## src/rtl/mmio_ctrl.sv

```systemverilog
// mmio_ctrl: memory-mapped I/O block beside the core's data/instruction memories.
// Claims every access with addr[31]=1 and decodes addr[7:0]. It provides a UART
// status/data window, free-running cycle and retired-instruction counters, and a
// read-data register with the same one-cycle latency as the block RAMs.
module mmio_ctrl (
  input  logic        clk,
  input  logic        rst_n,
  input  logic [31:0] addr,
  input  logic [31:0] wdata,
  input  logic [3:0]  wea,
  input  logic        re,
  input  logic        instr_valid,
  output logic [31:0] rdata,
  output logic [7:0]  uart_tx_data,
  output logic        uart_tx_valid,
  input  logic        uart_tx_ready,
  input  logic [7:0]  uart_rx_data,
  input  logic        uart_rx_valid,
  output logic        uart_rx_ready
);

  localparam logic [7:0] OFF_UART_CTRL = 8'h00;
  localparam logic [7:0] OFF_UART_RX   = 8'h04;
  localparam logic [7:0] OFF_UART_TX   = 8'h08;
  localparam logic [7:0] OFF_CYCLE     = 8'h10;
  localparam logic [7:0] OFF_INSTR     = 8'h14;
  localparam logic [7:0] OFF_CNT_CLR   = 8'h18;

  logic        hit;
  logic [7:0]  off;
  logic        tx_wr;
  logic        tx_handshake;
  logic        cnt_clr;
  logic [31:0] rd_val;

  logic        tx_full_q,  tx_full_d;
  logic [7:0]  tx_byte_q,  tx_byte_d;
  logic [31:0] cycle_q,    cycle_d;
  logic [31:0] instr_q,    instr_d;
  logic [31:0] rdata_q,    rdata_d;

  // Upper address bits and upper store lanes are intentionally unused.
  logic unused_bits;
  assign unused_bits = ^{addr[30:8], wdata[31:8]};

  assign hit          = addr[31];
  assign off          = addr[7:0];
  assign tx_handshake = tx_full_q & uart_tx_ready;
  assign tx_wr        = hit & (off == OFF_UART_TX) & wea[0];
  assign cnt_clr      = hit & (off == OFF_CNT_CLR) & (wea != 4'b0000);

  // Pop strobe to the receiver: combinational, one pulse per read of a full rx.
  assign uart_rx_ready = re & hit & (off == OFF_UART_RX) & uart_rx_valid;

  assign uart_tx_valid = tx_full_q;
  assign uart_tx_data  = tx_byte_q;
  assign rdata         = rdata_q;

  // Read mux over pre-edge state, so a same-cycle write never affects the read.
  always_comb begin
    // NOTE: default every combinational output first so no path infers a latch.
    rd_val = 32'h0;
    case (off)
      OFF_UART_CTRL: rd_val = {30'h0, uart_rx_valid, ~tx_full_q};
      OFF_UART_RX:   rd_val = uart_rx_valid ? {24'h0, uart_rx_data} : 32'h0;
      OFF_CYCLE:     rd_val = cycle_q;
      OFF_INSTR:     rd_val = instr_q;
      default:       rd_val = 32'h0;
    endcase
  end

  // Next-state for the TX holding register, the counters and read data.
  always_comb begin
    tx_full_d = tx_full_q;
    tx_byte_d = tx_byte_q;
    // A write is accepted when the holder is empty or drains this same cycle;
    // otherwise it is dropped and software must poll the control bit.
    if (tx_wr && (!tx_full_q || tx_handshake)) begin
      tx_full_d = 1'b1;
      tx_byte_d = wdata[7:0];
    end else if (tx_handshake) begin
      tx_full_d = 1'b0;
    end

    // Clear beats a coincident increment; both counters wrap silently.
    cycle_d = cnt_clr ? 32'h0 : cycle_q + 32'h1;
    instr_d = cnt_clr ? 32'h0 : instr_q + {31'h0, instr_valid};

    rdata_d = (re && hit) ? rd_val : rdata_q;
  end

  // State registers; reset drops any pending TX byte immediately.
  always_ff @(posedge clk or negedge rst_n) begin
    if (!rst_n) begin
      tx_full_q <= 1'b0;
      tx_byte_q <= 8'h0;
      cycle_q   <= 32'h0;
      instr_q   <= 32'h0;
      rdata_q   <= 32'h0;
    end else begin
      // NOTE: sequential state uses non-blocking assignments so every flop
      // samples pre-edge values regardless of statement order.
      tx_full_q <= tx_full_d;
      tx_byte_q <= tx_byte_d;
      cycle_q   <= cycle_d;
      instr_q   <= instr_d;
      rdata_q   <= rdata_d;
    end
  end

endmodule

```

## config.mk

```make
export PLATFORM = sky130hd
export DESIGN_NAME = mmio_ctrl
export DESIGN_NICKNAME = d
export VERILOG_FILES = /design/src/rtl/mmio_ctrl.sv
export SDC_FILE = /design/constraint.sdc
export NUM_CORES = 1
export LEC_CHECK = 0
export BUFFER_PORTS_ARGS = -buffer_cell sky130_fd_sc_hd__clkbuf_2
export CAP_MARGIN = 20
export CELL_PAD_IN_SITES_DETAIL_PLACEMENT = 0
export CELL_PAD_IN_SITES_GLOBAL_PLACEMENT = 1
export CORE_ASPECT_RATIO = 0.6
export CORE_MARGIN = 2
export CORE_UTILIZATION = 44
export DETAILED_ROUTE_END_ITERATION = 8
export PLACE_DENSITY_LB_ADDON = 0.12
export SETUP_SLACK_MARGIN = 0.1
export SLEW_MARGIN = 40
export SYNTH_ARGS = -nofsm -noshare
export SYNTH_HDL_FRONTEND = slang
export SYNTH_SLANG_ARGS = --single-unit
```

## constraint.sdc

```tcl
create_clock -name clk -period 6 [get_ports clk]
set_input_delay 0.6 -clock clk [delete_from_list [all_inputs] [get_ports clk]]
set_output_delay 0.6 -clock clk [all_outputs]
set_load 0.02 [all_outputs]
```

# Word-level counts from Yosys, hierarchy flattened
# Index checks and enable logic that the tools add are counted.
[op_classes] addsub=2 mul=0 div=0 order_cmp=0 eq_ne=5 n_shift=0 muxes=6 bitwise=9 n_reduce_logical=7
[ops] cell="32-bit case mux with 4 select lines" n=1
[ops] cell="32-bit two-way mux" n=2
[ops] cell="32-bit by 1-bit adder with 32-bit output" n=1
[ops] cell="32-bit by 1-bit adder with 32-bit output (second input constant)" n=1
[ops] cell="8-bit by 5-bit equality test with 1-bit output (second input constant)" n=3
[ops] cell="1-bit bitwise AND" n=8
[ops] cell="8-bit by 3-bit equality test with 1-bit output (second input constant)" n=1
[ops] cell="8-bit by 4-bit equality test with 1-bit output (second input constant)" n=1
[ops] cell="8-bit logical NOT" n=1
[ops] cell="8-bit two-way mux" n=1
[ops] cell="4-bit nonzero test" n=1
[ops] cell="1-bit logical AND" n=2
[ops] cell="1-bit two-way mux" n=2
[ops] cell="2-bit nonzero test" n=1
[ops] cell="1-bit logical NOT" n=1
[ops] cell="1-bit logical OR" n=1
[ops] cell="1-bit inverter" n=1
[totals] reg_bits=105 latchBits=0 ram_bits=0 romBits=0 in_bits=82 output_inout_bits=42 word_cells=34 n_memories=0

# Logic depth before layout (Yosys ltp)
[logic_depth] word_depth=5 mapped_depth=7 depth_no_buf=5

# Worst setup path after synthesis
# Ideal clock, no wire load.
[synth_timing] path_kind="input to output" from="input addr[1]" to="output uart_rx_ready" arrival_time_ns=1.797 t_required_ns=5.400 path_slack_ns=3.603 path_stages=4 path_buffers=1 cell_sequence="nor4_1 nor4b_1 and4b_1 buf_2"
[synth_via] elab_chain_cells=3
[synth_lines] element="start, declared" line_no="8" source="input logic [31:0] addr,"
[synth_lines] element="8-bit by 3-bit equality test with 1-bit output" line_no="53" source="assign uart_rx_ready = re & hit & (off == OFF_UART_RX) & uart_rx_valid;"
[synth_lines] element="1-bit bitwise AND (2 in series)" line_no="53"
[synth_lines] element="end, declared" line_no="19" source="output logic uart_rx_ready"
# Every way passes these cells.

# Final worst setup path
# Same ends and word-level chain as after synthesis.

==> impl_results.md <==
* Outcome: finished, final reports clean
* Syn Area/Cell at 10.0 sq um
* Netlist cell types at 39
* Crit end category: primary output
* HP Class: in2async
* FFs w/ async S/R, synth at 100%
* Flop-to-flop setup slack at approximately 3400 ps
* Multiplexer share of the synthesized area at 8.73%
* Synth Area in Compound Gates at a little under an eighth
* Ys flop type: dfrtp_1
* Arrival time worst endpoint at around 2300 ps
* Port Buffers at 76
* Vias in the first global route at slightly below 4000
* Area Growth Syn to Fin at 14.4%
* RSZ-0062 raised after global routing: false
* CTS Buf Count at 9
* Pwr Density at 267 nW/um^2
* Sequential share of the synthesized area at 49.8%
* Core area at 11500 sq um
* Setup ws final at 3070 ps
* Worst skew pair latency at 350 ps
* Max Cap Viol at 0
* First-pass GRT wire length at 20700 microns
* Max Clock Freq at 342 MHz
* Share of cells above drive strength 1 at 19.5%
* Die area at around 13000 sq um
* Syn Inst Count at 527
* # DRC at 0
* Nets at roughly 670
* Worst-Margin Slew at roughly 770 ps
* CP max FO at 9
* Overall die height at between 80 and 90 microns
* Fin crit share at 48.8%
* Total leakage power at 0.00268 uW
* Adder-cell share of the synthesized area at 0.712%
* Setup TNS at 0 ps
* Max_slew headroom at about 48%
* CP Capture Point: uart_rx_ready
* Mapped Nets at 612
* Crit Path Class: in2out
* CTS tree: done
* Initial core utilization at 45.9%
* Antenna diode count at 0
* Avg WL per Cell at approximately 17 microns
* Setup bufs post-CTS at 0
* CTS max path bufs at 2
* DRT iter0 DRCs at 327
* Hold-fix buffer count after cts at 0
* Maximum VDD drop at around 150 uV
* Post-synth EDFFs at 0
* WL final at 13000 microns
* Die Span X at ~150 microns
* Synthesized area at 5270 sq um
* Post-synthesis register bit count at about 110
* Final ANT Viol Nets at 0
* Final Hold Vio Count at 0
* Post-route minimum period at 2930 ps
* H-tree levels at 3
* DR vias at around 4300
* XOR/XNOR share of the synthesized area at 3.82%
* Startpoint types: input port
* Capturing point of the worst reg2reg path: instr_q[30]
* Post-CTS resize count at 0
* Reg2Reg Depth at 5
* Combinational family with the most area after synthesis: simple AND/OR/NAND/NOR gates
* Final Core Density at between 50% and 60%
* Global Route Usage Sum at 20.6%
* Routability cong. at 0.787
* Synth Area in Simple Gates at between 20% and 30%
* Synth warn at 0
* Worst R2R Start: instr_q[0]
* Antenna violations before repair at 0
* Largest net degree at the start of global routing at 78
* CTS root buf: clkbuf_16
* DP HPWL at about 9000 microns
* Clk sinks at 105
* Vias/cell at 5.69
* Clock slew at reported path FFs at 70 ps
* Final setup skew at 6.98 ps
* Total congestion overflow at 0
* # IOs at between 100 and 150
* CP startpoint: addr[1]
* Fin. max-slew vios at 0
* # rows at 30
* Crit path required time at 5400 ps
* Drt pass-1 iters at 5
* Final setup violation count at 0
* Post-place setup slack at 3090 ps
-- worst max-delay path: stages --
cell and delay [ps]:
clkbuf_2 80, nor4_1 480, nor4b_1 430, and4b_1 500
clkbuf_2 240
-- synthesized netlist by cell type, types with 8 or more instances --
cell type | number | area [sq um]
inv_1 | 8 | 30.0
and2_1 | 15 | 93.8
nand4_1 | 22 | 138
nor2_1 | 26 | 97.6
or3_1 | 11 | 68.8
and4_1 | 9 | 78.8
a221o_1 | 8 | 80.1
dfrtp_1 | 105 | 2630
clkbuf_1 | 19 | 71.3
a21oi_1 | 34 | 170
o21ai_0 | 35 | 175
mux2_2 | 16 | 180
o31ai_1 | 21 | 158
xor2_1 | 12 | 105
mux2i_1 | 28 | 280
xnor2_1 | 11 | 96.3
nand2_1 | 51 | 191
nor3_1 | 8 | 40.0
nand3_1 | 18 | 90.1
or4_1 | 23 | 173
-- kinds of logic (layout without fill, tap and decap cells) --
kind of cell	count (synthesis)	count (layout)
and+or+nand+nor	208	208
DFF	105	105
AOI/OAI and AO/OA	103	103
muxes	44	44
buffers and inverters	41	103
xor gates and xnor gates	23	23
adders and majority gates	3	3
-- area by class of cell --
type,instances,area (sq um)
clock buffer,10,239
timing repair buffer,79,409
inverter,8,30.0
fill,1086,5450
multi-input combinational,381,2480
tap,160,200
sequential,105,2630
clock inverter,6,48.8
-- cells in the final DEF, fill, tap and decap left out, types with 2 or more instances in the layout --
cell type | netlist | final
nor4_1 | 7 | 7
a221o_1 | 8 | 8
nor4b_1 | 2 | 2
clkbuf_2 | 0 | 75
xor2_1 | 12 | 12
inv_6 | 0 | 3
and4_1 | 9 | 9
dfrtp_1 | 105 | 105
nor3_1 | 8 | 8
and2_1 | 15 | 14
nand4_1 | 22 | 22
nand2_1 | 51 | 51
clkinv_4 | 0 | 2
or4_1 | 23 | 23
a21oi_1 | 34 | 34
nand3_1 | 18 | 18
o21ai_0 | 35 | 35
ha_1 | 3 | 3
nand2b_1 | 5 | 5
nor2_1 | 26 | 26
or3_1 | 11 | 11
and3_1 | 5 | 5
clkbuf_16 | 0 | 9
o31ai_1 | 21 | 21
mux2i_1 | 28 | 28
inv_1 | 8 | 8
mux2_2 | 16 | 16
xnor2_1 | 11 | 11
buf_4 | 0 | 3
-- sequential cells by signal, summed over array words and instances (netlist names) --
name           cells
cycle_q           32
instr_q           32
uart_tx_valid      1
uart_tx_data       8
rdata             32
-- worst min-delay path by stage --
stage	end
after global routing	rdata[30]
after detailed placement	rdata[27]
after floorplan	cycle_q[0]
after CTS	rdata[30]
final	rdata[30]
after global placement	rdata[15]
-- metrics by stage --
stage | hold slack [ps] | cell area (sq um) | power [uW] | instances
5_1_grt | 192 | 6030 | 1690 | 749
3_5_place_dp | 470 | 5740 | 1050 | 733
6_report | 173 | 6030 | 1610 | 749
2_1_floorplan | 304 | 5270 | 968 | 527
4_1_cts | 177 | 6030 | 1630 | 749
3_3_place_gp | 461 | 5740 | 1040 | 733
-- metal layers --
layer / GRT usage, % / share of wire (%) / vias up
met5: 0 / 0 / -
met4: 5.08 / 1.0 / 0
met3: 3.61 / 4.8 / 13
met2: 28.6 / 41 / 94
met1: 32.9 / 53 / 2099
li1: - / - / 2055
-- power by group --
group,internal (uW),switching (uW)
Clock,298,273
Sequential,764,87.9
Combinational,87.8,101
Note: power is estimated with default switching activity, not from simulation.
